### src/rtl/pipe_operand_bank.sv
// Pipeline register bank carrying NCH forwarded operand channels plus a
// shared valid bit through DEPTH stages, with stall, flush and stall counter.
//
// Ports:
//   clk, rst        clock (rising edge), synchronous active-high reset
//   stall_i         hold every stage this cycle
//   flush_i         clear every valid bit this cycle (beats stall)
//   valid_i, data_i operand set entering stage 0 (channel c at [c*WIDTH +: WIDTH])
//   valid_o, data_o last stage contents, straight from flops
//   stall_cnt_o     consecutive stall cycles, saturating at 8'hFF
//
// Build option: define PIPE_BANK_ZERO_FLUSH_EN to make a flush also load
// RST_VAL into every data register, so bubbles carry no stale operands.
// Without it a flush clears only the valid bits.

module pipe_operand_bank #(
   parameter int unsigned      WIDTH   = 32,
   parameter int unsigned      NCH     = 2,
   parameter int unsigned      DEPTH   = 1,
   parameter logic [WIDTH-1:0] RST_VAL = '0
) (
   input  logic                 clk,
   input  logic                 rst,
   input  logic                 stall_i,
   input  logic                 flush_i,
   input  logic                 valid_i,
   input  logic [NCH*WIDTH-1:0] data_i,
   output logic                 valid_o,
   output logic [NCH*WIDTH-1:0] data_o,
   output logic [7:0]           stall_cnt_o
);

   localparam int unsigned DW = NCH * WIDTH;

   // Reset/flush image of one stage: RST_VAL replicated per channel.
   localparam logic [DW-1:0] RST_BUS = {NCH{RST_VAL}};

   generate
      if (DEPTH < 1 || DEPTH > 4) begin : g_bad_depth
         $error("pipe_operand_bank: DEPTH must be 1..4");
      end
      if (NCH < 1 || NCH > 8) begin : g_bad_nch
         $error("pipe_operand_bank: NCH must be 1..8");
      end
   endgenerate

   logic [DW-1:0] data_q  [DEPTH];
   logic          valid_q [DEPTH];
   logic [7:0]    cnt_q;
   logic          advance;
   logic          count_up;

   // Flush overrides stall, so a stall only holds when no flush is present.
   assign advance  = !flush_i && !stall_i;
   assign count_up = stall_i && !flush_i;

   // Valid chain: cleared by reset and flush, held by stall.
   always_ff @(posedge clk) begin
      if (rst || flush_i) begin
         for (int k = 0; k < DEPTH; k++) begin
            valid_q[k] <= 1'b0;
         end
      end else if (advance) begin
         valid_q[0] <= valid_i;
         for (int k = 1; k < DEPTH; k++) begin
            valid_q[k] <= valid_q[k-1];
         end
      end
   end

   // Data chain: captured regardless of valid_i; flush handling is
   // the only difference between the two builds.
   always_ff @(posedge clk) begin
      if (rst) begin
         for (int k = 0; k < DEPTH; k++) begin
            data_q[k] <= RST_BUS;
         end
      end else if (flush_i) begin
`ifdef PIPE_BANK_ZERO_FLUSH_EN
         for (int k = 0; k < DEPTH; k++) begin
            data_q[k] <= RST_BUS;
         end
`else
         for (int k = 0; k < DEPTH; k++) begin
            data_q[k] <= data_q[k];
         end
`endif
      end else if (advance) begin
         data_q[0] <= data_i;
         for (int k = 1; k < DEPTH; k++) begin
            data_q[k] <= data_q[k-1];
         end
      end
   end

   // Consecutive-stall counter; saturates instead of wrapping.
   always_ff @(posedge clk) begin
      if (rst) begin
         cnt_q <= 8'h00;
      end else if (count_up) begin
         if (cnt_q != 8'hFF) begin
            cnt_q <= cnt_q + 8'h01;
         end
      end else begin
         cnt_q <= 8'h00;
      end
   end

   assign valid_o     = valid_q[DEPTH-1];
   assign data_o      = data_q[DEPTH-1];
   assign stall_cnt_o = cnt_q;

endmodule

### config.mk
export PLATFORM = sky130hd
export DESIGN_NAME = pipe_operand_bank
export DESIGN_NICKNAME = d
export VERILOG_FILES = /design/src/rtl/pipe_operand_bank.sv
export SDC_FILE = /design/constraint.sdc
export NUM_CORES = 1
export LEC_CHECK = 0
export CAP_MARGIN = 40
export CORE_ASPECT_RATIO = 0.8
export CORE_MARGIN = 2
export CORE_UTILIZATION = 60
export CTS_CLUSTER_SIZE = 30
export DETAILED_ROUTE_END_ITERATION = 10
export DONT_BUFFER_PORTS = 1
export GPL_TIMING_DRIVEN = 0
export HOLD_SLACK_MARGIN = 0.03
export PLACE_DENSITY = 0.76
export SKIP_CTS_REPAIR_TIMING = 1
export SYNTH_ARGS = -nofsm -noshare
export SYNTH_HDL_FRONTEND = slang
export SYNTH_SLANG_ARGS = --single-unit
### constraint.sdc
create_clock -name clk -period 6.97 [get_ports clk]
set_clock_uncertainty 0.15 [all_clocks]
set_input_delay 1.0455 -clock clk [delete_from_list [all_inputs] [get_ports clk]]
set_output_delay 1.0455 -clock clk [all_outputs]
set_load 0.05 [all_outputs]
==> flow_summary.rst, run 1 <==
.. list-table::
   :header-rows: 1

   * - Metric
     - Value
   * - # DRC
     - 0
   * - Final hold violations
     - 0
   * - Die extent in x
     - 81.4 um
   * - Synthesized cell area
     - 0.00288 mm2
   * - Worst relative slew slack
     - 0.426
   * - Final Setup Violations
     - 0
   * - Outcome
     - finished, final reports clean
   * - Required time at the endpoint of the critical path
     - 5770 ps
   * - Via count of the first global-routing pass
     - 1502
   * - Setup TNS
     - 0 ps
   * - Maximum number of pins on one net before global-route repair
     - 36
   * - Combined global-route utilization of all metal layers
     - 0.209
   * - Transition time at the pin with the least slew margin
     - 859 ps
   * - EDFF count, synth
     - 65
   * - Worst vdd rail ir drop
     - 0.219 mV
   * - Number of standard-cell rows in the floorplan
     - 22
   * - Final weighted congestion in routability-driven placement
     - 0.728
   * - Dominant cells by area after synthesis
     - edfxtp_1, and2_1, dfxtp_1
   * - Residual antenna-violating net count after detailed routing
     - 0
   * - Critical path start-end classification
     - flip-flop to output port
   * - Root Driver
     - clkbuf_8
   * - Residual overflow from global routing
     - 0
   * - Area used by multi-input combinational logic
     - 688 um2
   * - Type of destination of the critical path
     - output port
   * - Maximum root-to-sink buffer count
     - 2
   * - Initial detailed-routing violation count
     - 87
   * - Achievable Freq
     - 435 MHz
   * - Worst-path maximum fanout
     - 8
   * - Average vias per placed instance
     - 5.57
   * - Sinks on the clock net
     - 73
   * - Height of the die
     - 65.9 um
   * - Final hold slack
     - 609 ps
   * - Setup slack, reg-to-reg
     - 5080 ps
   * - Setup repair after global routing missed its margin
     - false
   * - Port-buffer cells
     - 0
   * - Post-synth ARST share
     - 0
   * - Minimum period implied by the final worst setup slack
     - 2300 ps
   * - Mapped Avg Cell Area
     - 15.3 um2
   * - Ratio of cells with drive above 1 in the final layout
     - 0.127
   * - Area taken by flip-flops and latches
     - 0.00211 mm2
   * - Yosys cell types
     - 28
   * - Total Routed Length
     - 5160 um
   * - Arrival time worst endpoint
     - 1100 ps
   * - Starting Density
     - 0.626
   * - H-tree levels
     - 3
   * - Global-route wire length before repair
     - 7670 um
   * - Net count after synthesis
     - 258
   * - Area fraction of the dominant cell type after synthesis
     - 0.679
   * - Share of the yosys chip area belonging to registers
     - 0.734
   * - Number of warning messages in the yosys log
     - 0
   * - Routed wire length per instance
     - 19.5 um
   * - Die Footprint
     - 0.00537 mm2
   * - Post-route clock period utilization
     - 0.330
   * - Standard cell core area
     - 0.00460 mm2
   * - Number of antenna violations at the first check in global routing
     - 0
   * - Gate count after technology mapping
     - 188
   * - Startpoint kind of the worst setup timing path
     - flip-flop
   * - Power density over cell area
     - 316 mW/mm2
   * - Area growth, synth to finish
     - 11.0%
   * - Clock latency of the later-clocked register in the worst-skew pair
     - 330 ps
   * - Most area-hungry cell type in the Yosys netlist
     - edfxtp_1
   * - Commonest register cell after synthesis
     - edfxtp_1
   * - Clock tree from TritonCTS
     - built
   * - Tightest Hold Check Type
     - flip-flop to flip-flop
   * - Number of iterations in the first detailed-routing pass
     - 4
   * - Power, Total
     - 0.00101 W
   * - Register bit count reported by yosys
     - 73
   * - I/O pin total
     - 142
   * - Antenna fix cells
     - 0
   * - Post-Route Utilization
     - 0.695
   * - TritonCTS Buffers
     - 9
   * - Layout Nets
     - 270
   * - Highest-count cells in the layout ignoring fill and taps
     - and2_1, edfxtp_1, clkbuf_8, dfxtp_1, buf_6
   * - Leakage component of the power
     - 1.15 nW
   * - Maxcap violations
     - 0
   * - Final count of pins violating max slew
     - 0
   * - Dpl hpwl
     - 3840 um
   * - Via count
     - 1475
   * - FILL cells
     - 320
   * - Clock-pin transition on the worst setup and hold timing paths
     - 70 ps
## cells in the mapped netlist (all sizes together) (2+ instances only)
master and instances:
and2 65, edfxtp 65, buf 8, dfxtp 8
nand2 5, nand3 5, nand2b 4, nor3 4
mux2i 3, a21oi 2, a31oi 2, o21ai 2
o21bai 2
## sequential cells by signal, summed over array words and instances, names as in the netlist
register,count
stall_cnt_o,8
valid_q,1
data_q,64
## power breakdown
group	internal (W)	switching (W)	total (W)
sequential	0.000513	0.000125	0.000638
clock	0.000201	0.000143	0.000344
combinational	0.0000107	0.0000160	0.0000266
total	0.000725	0.000284	0.00101
## layer usage
metal / vias to the layer above / wire length (um) / track usage
met4: 0 / 80 / 0.0826
met3: 8 / 624 / 0.134
met2: 99 / 2670 / 0.339
met5: - / 0 / 0
li1: 694 / - / -
met1: 674 / 1790 / 0.214
## final timing paths
path / to / start / cells past startpoint
setup reg to reg: stall_cnt_o[3] / stall_cnt_o[0] / 4
hold reg to reg: stall_cnt_o[5] / stall_cnt_o[5] / 2
hold / removal: stall_cnt_o[5] / stall_cnt_o[5] / 2
setup / recovery: stall_cnt_o[7] / stall_cnt_o[7] / 0
## kinds of logic (layout without fill, tap and decap cells)
| family | after synthesis | in the layout | synth area share |
|---|---|---|---|
| adder cells (fa/ha/maj) | 1 | 1 | 0.00435 |
| flip-flops | 73 | 73 | 0.734 |
| AO/OA/AOI/OAI | 12 | 12 | 0.0300 |
| buffers and inverters | 10 | 27 | 0.0304 |
| AND/OR/NAND/NOR | 89 | 89 | 0.191 |
| multiplexers | 3 | 3 | 0.0104 |
## area by class of cell
cell class	count	area share
flip-flops and latches	73	0.661
multi-input cells	105	0.215
clock buffers	11	0.0411
plain buffers	9	0.0262
clock inverters	5	0.0251
well taps	60	0.0235
repair buffers	1	0.00627
inverters	1	0.00118
## stage by stage
| stage | area, um2 | setup WS [ps] | std cells |
|---|---|---|---|
| 2_1_floorplan | 2880 | 2290 | 188 |
| 3_3_place_gp | 2950 | 1520 | 248 |
| 3_5_place_dp | 2980 | 4450 | 249 |
| 4_1_cts | 3190 | 4660 | 265 |
| 5_1_grt | 3190 | 4620 | 265 |
| 6_report | 3190 | 4670 | 265 |
No activity file was read; power rests on OpenSTA's default activity.
==> run 2, diff against run 1 <==
==> constraint.sdc (replaced) <==
create_clock -name clk -period 2.3 [get_ports clk]
set_clock_uncertainty 0.15 [all_clocks]
set_input_delay 0.345 -clock clk [delete_from_list [all_inputs] [get_ports clk]]
set_output_delay 0.345 -clock clk [all_outputs]
set_load 0.05 [all_outputs]
==> run 2 against run 1 <==
Via count increased by 1.2%. Routed wire length increased by 1.4%. Largest cell class unchanged. Hold slack got worse by 560 ps. Critical endpoint is now stall_cnt_o[3]. Sequential power increased to 3.0 times the previous value. Cell count increased by 0.38%. Highest routed layer unchanged.
==> flow_summary.rst, run 2 (synthesized netlist as in run 1, its figures left out) <==
.. list-table::
   :header-rows: 1

   * - Metric
     - Value
   * - Outcome
     - finished, final reports clean
   * - Residual overflow from global routing
     - 0 (unchanged)
   * - Final hold violations
     - 0 (unchanged)
   * - TritonCTS Buffers
     - 9 (unchanged)
   * - Cell area after placement
     - 0.00298 mm2 (unchanged)
   * - Number of antenna violations at the first check in global routing
     - 1 (+1)
   * - Root Driver
     - clkbuf_8
   * - Number of iterations in the first detailed-routing pass
     - 4 (unchanged)
   * - Starting Density
     - 0.626 (unchanged)
   * - Height of the die
     - 65.9 um (unchanged)
   * - Worst relative slew slack
     - 0.454 (+0.0285)
   * - Worst Hold Depth
     - 1 (-1)
   * - Leakage component of the power
     - 1.16 nW (+1.1%)
   * - Number of standard-cell rows in the floorplan
     - 22 (unchanged)
   * - Maxcap violations
     - 0 (unchanged)
   * - Sinks on the clock net
     - 73 (unchanged)
   * - Minimum period implied by the final worst setup slack
     - 1870 ps
   * - # DRC
     - 0 (unchanged)
   * - Required time at the endpoint of the critical path
     - 2380 ps (-3390 ps)
   * - Achievable Freq
     - 535 MHz
   * - Dpl hpwl
     - 3910 um (+1.9%)
   * - Area growth, synth to finish
     - 11.9%
   * - Flip-flop count of the largest register after layout
     - 64 (unchanged)
   * - Maximum number of pins on one net before global-route repair
     - 38 (+5.6%)
   * - Type of destination of the critical path
     - flip-flop
   * - Tightest Hold Check Type
     - primary input to flip-flop
   * - Setup repair after global routing missed its margin
     - false
   * - Transition time at the pin with the least slew margin
     - 817 ps (-42.7 ps)
   * - Routed wire length per instance
     - 19.7 um (+1.0%)
   * - Startpoint kind of the worst setup timing path
     - flip-flop
   * - Average vias per placed instance
     - 5.61 (+0.77%)
   * - Worst min-delay path endpoint
     - data_q[0][48]
   * - Clock-pin transition on the worst setup and hold timing paths
     - 80 ps (about the same)
   * - Final Setup Violations
     - 0 (unchanged)
   * - Ratio of cells with drive above 1 in the final layout
     - 0.132 (+0.00488)
   * - Setup slack, reg-to-reg
     - 430 ps (-4650 ps)
   * - Final weighted congestion in routability-driven placement
     - 0.675 (-7.3%)
   * - Total Routed Length
     - 5240 um (+1.4%)
   * - Cell area after layout
     - 0.00322 mm2 (+0.78%)
   * - Depth of the most critical reg-to-reg path
     - 4 (unchanged)
   * - Setup TNS
     - 0 ps (unchanged)
   * - Clock latency of the later-clocked register in the worst-skew pair
     - 340 ps (about the same)
   * - Post-route clock period utilization
     - 0.813
   * - Critical register-to-register path endpoint
     - stall_cnt_o[3]
   * - Residual antenna-violating net count after detailed routing
     - 0 (unchanged)
   * - Worst setup path startpoint
     - stall_cnt_o[0]
   * - Power density over cell area
     - 983 mW/mm2 (+210%)
   * - Worst r2r src
     - stall_cnt_o[0]
   * - Via count of the first global-routing pass
     - 1530 (+1.9%)
   * - Layout Nets
     - 270 (unchanged)
   * - Arrival time worst endpoint
     - 1950 ps (+850 ps)
   * - Initial detailed-routing violation count
     - 77 (-11%)
   * - Final count of pins violating max slew
     - 0 (unchanged)
   * - Combined global-route utilization of all metal layers
     - 0.204 (-0.00408)
   * - I/O pin total
     - 142 (unchanged)
   * - Clock tree from TritonCTS
     - built
   * - Post-Route Utilization
     - 0.700 (+0.00544)
   * - Standard cell core area
     - 0.00460 mm2 (unchanged)
   * - Die extent in x
     - 81.4 um (unchanged)
   * - Startpoint of the worst hold path
     - data_i[48]
   * - Worst vdd rail ir drop
     - 0.699 mV (+220%)
   * - Top reg by flops
     - data_q
   * - H-tree levels
     - 3 (unchanged)
   * - FILL cells
     - 293 (-8.4%)
   * - Port-buffer cells
     - 0 (unchanged)
   * - Global-route wire length before repair
     - 7710 um (+0.55%)
   * - Die Footprint
     - 0.00537 mm2 (unchanged)
   * - Highest-count cells in the layout ignoring fill and taps
     - and2_1, edfxtp_1, clkbuf_8, dfxtp_1, buf_6
   * - Maximum root-to-sink buffer count
     - 2 (unchanged)
   * - Critical path start-end classification
     - flip-flop to flip-flop
   * - Worst-path maximum fanout
     - 6 (-2)
   * - Via count
     - 1492 (+1.2%)
-- run 2: cell count changes in the layout (fill, tap and decap cells not counted), sizes merged --
cell	previous run	this run
bufinv	2	3
diode	0	1
clkbuf	12	11
-- run 2: how the worst max path moves through the flow --
stage | endpoint | slack [ps] | depth (start not counted)
global route | stall_cnt_o[4] | 330 | 4
finish | stall_cnt_o[3] | 430 | 4
detailed placement | stall_cnt_o[3] | 460 | 4
floorplan | data_q[0][0] | 390 | 1
CTS | stall_cnt_o[3] | 450 | 4
global placement | data_q[0][8] | 180 | 1
-- run 2: metal layers --
metal,routed length [um],track usage
met5,0,0
met4,86,0.0847
met3,712,0.119
met2,2610,0.347
met1,1830,0.203
-- run 2: worst max-delay path: stages, from the launching register on --
cell and delay [ps]:
dfxtp_1 730, ha_1 370, and3_1 270, a21oi_1 110, mux2i_1 120
-- run 2: per-stage QoR --
step	total power, W	std cells	setup WS [ps]	hold WS, ps
after floorplan	0.00201	188	392	382
after global placement	0.00203	248	181	394
after detailed placement	0.00205	249	464	397
after CTS	0.00319	265	446	36.6
after global routing	0.00327	266	332	31.8
final	0.00316	266	430	50.3
-- run 2: power breakdown --
| part | internal (W) | leakage, nW | switching, W | total, W |
|---|---|---|---|---|
| clock | 0.000715 | 0.114 | 0.000434 | 0.00115 |
| combinational | 0.0000324 | 0.318 | 0.0000483 | 0.0000806 |
| sequential | 0.00155 | 0.727 | 0.000380 | 0.00193 |
| total | 0.00230 | 1.16 | 0.000862 | 0.00316 |
-- run 2: layout make-up --
type                    count  area [um2]  share of cell area
flip-flops and latches     73        2110               0.656
multi-input cells         105         688               0.214
clock buffers              10         128              0.0396
clock inverters             6         106              0.0330
plain buffers               9        83.8              0.0260
well taps                  60        75.1              0.0233
repair buffers              1        20.0             0.00622
inverters                   1        3.75             0.00117
diodes                      1        2.50            0.000777
==> run 3, diff against run 2 <==
--- a/config.mk
+++ b/config.mk
@@ -8,13 +8,13 @@
 export CAP_MARGIN = 40
 export CORE_ASPECT_RATIO = 0.8
 export CORE_MARGIN = 2
-export CORE_UTILIZATION = 60
+export CORE_UTILIZATION = 56
 export CTS_CLUSTER_SIZE = 30
 export DETAILED_ROUTE_END_ITERATION = 10
 export DONT_BUFFER_PORTS = 1
 export GPL_TIMING_DRIVEN = 0
 export HOLD_SLACK_MARGIN = 0.03
-export PLACE_DENSITY = 0.76
+export PLACE_DENSITY = 0.74
 export SKIP_CTS_REPAIR_TIMING = 1
 export SYNTH_ARGS = -nofsm -noshare
 export SYNTH_HDL_FRONTEND = slang
==> constraint.sdc (replaced) <==
create_clock -name clk -period 1.6 [get_ports clk]
set_clock_uncertainty 0.15 [all_clocks]
set_input_delay 0.24 -clock clk [delete_from_list [all_inputs] [get_ports clk]]
set_output_delay 0.24 -clock clk [all_outputs]
set_load 0.05 [all_outputs]
==> run 3 against run 2 <==
Non-clock buffer count rose by 68. Largest power group unchanged. Combinational power rose to 3.3 times the previous value. Via count rose by 21%. Largest cell class unchanged. Critical path depth did not move. First-iteration DRC count rose by 81%.
==> flow_summary.rst, run 3 (synthesized netlist as in run 1, its figures left out) <==
.. list-table::
   :header-rows: 1

   * - Metric
     - Value
   * - Outcome
     - finished, final reports clean
   * - Dpl hpwl
     - 3940 um (+0.72%)
   * - Clock-pin transition on the worst setup and hold timing paths
     - 70 ps (about the same)
   * - Number of standard-cell rows in the floorplan
     - 23 (+4.5%)
   * - Sinks on the clock net
     - 73 (unchanged)
   * - Post-route clock period utilization
     - 0.977 (+0.164)
   * - Area used by multi-input combinational logic
     - 691 um2 (+0.36%)
   * - Maxcap violations
     - 0 (unchanged)
   * - Worst vdd rail ir drop
     - 0.799 mV (+14%)
   * - Critical path start-end classification
     - flip-flop to flip-flop
   * - Highest-count cells in the layout ignoring fill and taps
     - dlygate4sd3_1, and2_1, edfxtp_1, clkbuf_8, buf_6
   * - Depth of the most critical reg-to-reg path
     - 4 (unchanged)
   * - Routed wire length per instance
     - 19.4 um (-1.5%)
   * - Top reg by flops
     - data_q
   * - Critical path's top delay family
     - flip-flops
   * - Residual overflow from global routing
     - 0 (unchanged)
   * - Setup repair after global routing missed its margin
     - true
   * - Transition time at the pin with the least slew margin
     - 664 ps (-152 ps)
   * - Achievable Freq
     - 640 MHz (+20%)
   * - Arrival time worst endpoint
     - 1670 ps (-280 ps)
   * - Most common cell after layout, fill and taps aside
     - dlygate4sd3_1
   * - Die extent in x
     - 84.1 um (+3.3%)
   * - Flip-flop count of the largest register after layout
     - 64 (unchanged)
   * - I/O pin total
     - 142 (unchanged)
   * - Cell area after placement
     - 0.00303 mm2 (+1.4%)
   * - Initial detailed-routing violation count
     - 139 (+81%)
   * - Via count
     - 1799 (+21%)
   * - Height of the die
     - 68.1 um (+3.3%)
   * - Number of antenna violations at the first check in global routing
     - 0 (-1)
   * - Antenna fix cells
     - 0 (-1)
   * - Standard cell core area
     - 0.00498 mm2 (+8.3%)
   * - Maximum number of pins on one net before global-route repair
     - 26 (-32%)
   * - Delay contributed by the slowest stage of the critical path
     - 420 ps (-310 ps)
   * - Residual antenna-violating net count after detailed routing
     - 0 (unchanged)
   * - Area taken by flip-flops and latches
     - 0.00213 mm2 (+0.83%)
   * - Final count of pins violating max slew
     - 0 (unchanged)
   * - Port-buffer cells
     - 0 (unchanged)
   * - Leakage component of the power
     - 1.46 nW (+26%)
   * - Clock latency of the later-clocked register in the worst-skew pair
     - 330 ps (about the same)
   * - Die Footprint
     - 0.00573 mm2 (+6.8%)
   * - Critical path depth
     - 4 (unchanged)
   * - Startpoint kind of the worst setup timing path
     - flip-flop
   * - Setup slack, reg-to-reg
     - 40 ps (-390 ps)
   * - Number of iterations in the first detailed-routing pass
     - 4 (unchanged)
   * - # DRC
     - 0 (unchanged)
   * - Tightest Hold Check Type
     - primary input to flip-flop
   * - Combined global-route utilization of all metal layers
     - 0.187 (-0.0176)
   * - Total Routed Length
     - 6500 um (+24%)
   * - Average vias per placed instance
     - 5.37 (-4.3%)
   * - Final hold violations
     - 0 (unchanged)
   * - Final hold slack
     - 69.7 ps (+19.4 ps)
   * - Maximum root-to-sink buffer count
     - 2 (unchanged)
   * - Minimum period implied by the final worst setup slack
     - 1560 ps (-307 ps)
   * - Final weighted congestion in routability-driven placement
     - 0.814 (+21%)
   * - Worst relative slew slack
     - 0.556 (+0.102)
   * - Ratio of cells with drive above 1 in the final layout
     - 0.136 (+0.00382)
   * - FILL cells
     - 278 (-5.1%)
   * - Worst-path maximum fanout
     - 6 (unchanged)
   * - Via count of the first global-routing pass
     - 1439 (-5.9%)
   * - H-tree levels
     - 3 (unchanged)
   * - Starting Density
     - 0.578 (-0.0480)
   * - Power density over cell area
     - 1200 mW/mm2 (+22%)
   * - TritonCTS Buffers
     - 9 (unchanged)
   * - WP buf/inv
     - 0 (unchanged)
   * - Layout Nets
     - 338 (+25%)
   * - Final Setup Violations
     - 0 (unchanged)
   * - Area growth, synth to finish
     - 37.1%
   * - Global-route wire length before repair
     - 7740 um (+0.44%)
   * - Cell area after layout
     - 0.00395 mm2 (+23%)
   * - Worst Hold Depth
     - 2 (+1)
   * - Type of destination of the critical path
     - flip-flop
   * - Root Driver
     - clkbuf_8
   * - Worst path slowest cell
     - dfxtp_4
   * - Post-Route Utilization
     - 0.792 (+0.0921)
   * - Required time at the endpoint of the critical path
     - 1710 ps (-670 ps)
   * - Clock tree from TritonCTS
     - built
   * - Cells along the critical path
     - ha_2 -> and3_1 -> a211oi_2 -> mux2i_1
-- run 3: cell types whose count changed in the layout (fill, tap and decap cells not counted), sizes merged --
cell | previous run | this run
buf | 9 | 10
dlygate4sd3 | 0 | 67
diode | 1 | 0
-- run 3: final timing paths --
path | start | end
setup / recovery | stall_cnt_o[0] | stall_cnt_o[5]
hold reg to reg | stall_cnt_o[1] | stall_cnt_o[1]
hold / removal | stall_i | stall_cnt_o[6]
setup reg to reg | stall_cnt_o[0] | stall_cnt_o[5]
-- run 3: area by class of cell --
type	count	share of cell area
timing repair buffer	69	0.184
inverter	1	0.000951
sequential	73	0.540
clock inverter	6	0.0270
buffer	9	0.0212
multi-input combinational	105	0.175
clock buffer	10	0.0324
tap	62	0.0197
-- run 3: stage by stage --
| step | cells | total power (W) | worst slack [ps] | setup TNS (ps) |
|---|---|---|---|---|
| floorplan | 188 | 0.00288 | -203 | -12970 |
| global placement | 250 | 0.00292 | -445 | -28390 |
| detailed placement | 252 | 0.00295 | -93.1 | -1760 |
| CTS | 268 | 0.00462 | -114 | -284 |
| global route | 335 | 0.00485 | -21.7 | -23.2 |
| finish | 335 | 0.00472 | 37.6 | 0 |
-- run 3: metal layers --
layer	global-route usage	routed length (um)	up-vias
met5	0	0	-
li1	-	-	830
met1	0.216	2480	856
met3	0.122	757	2
met2	0.278	3230	111
met4	0.0786	29	0
-- run 3: power by group --
part | leakage, nW | switching, W | internal (W)
Combinational | 0.611 | 0.0000992 | 0.000166
Clock | 0.114 | 0.000646 | 0.00103
Sequential | 0.732 | 0.000549 | 0.00223
Total | 1.46 | 0.00129 | 0.00342
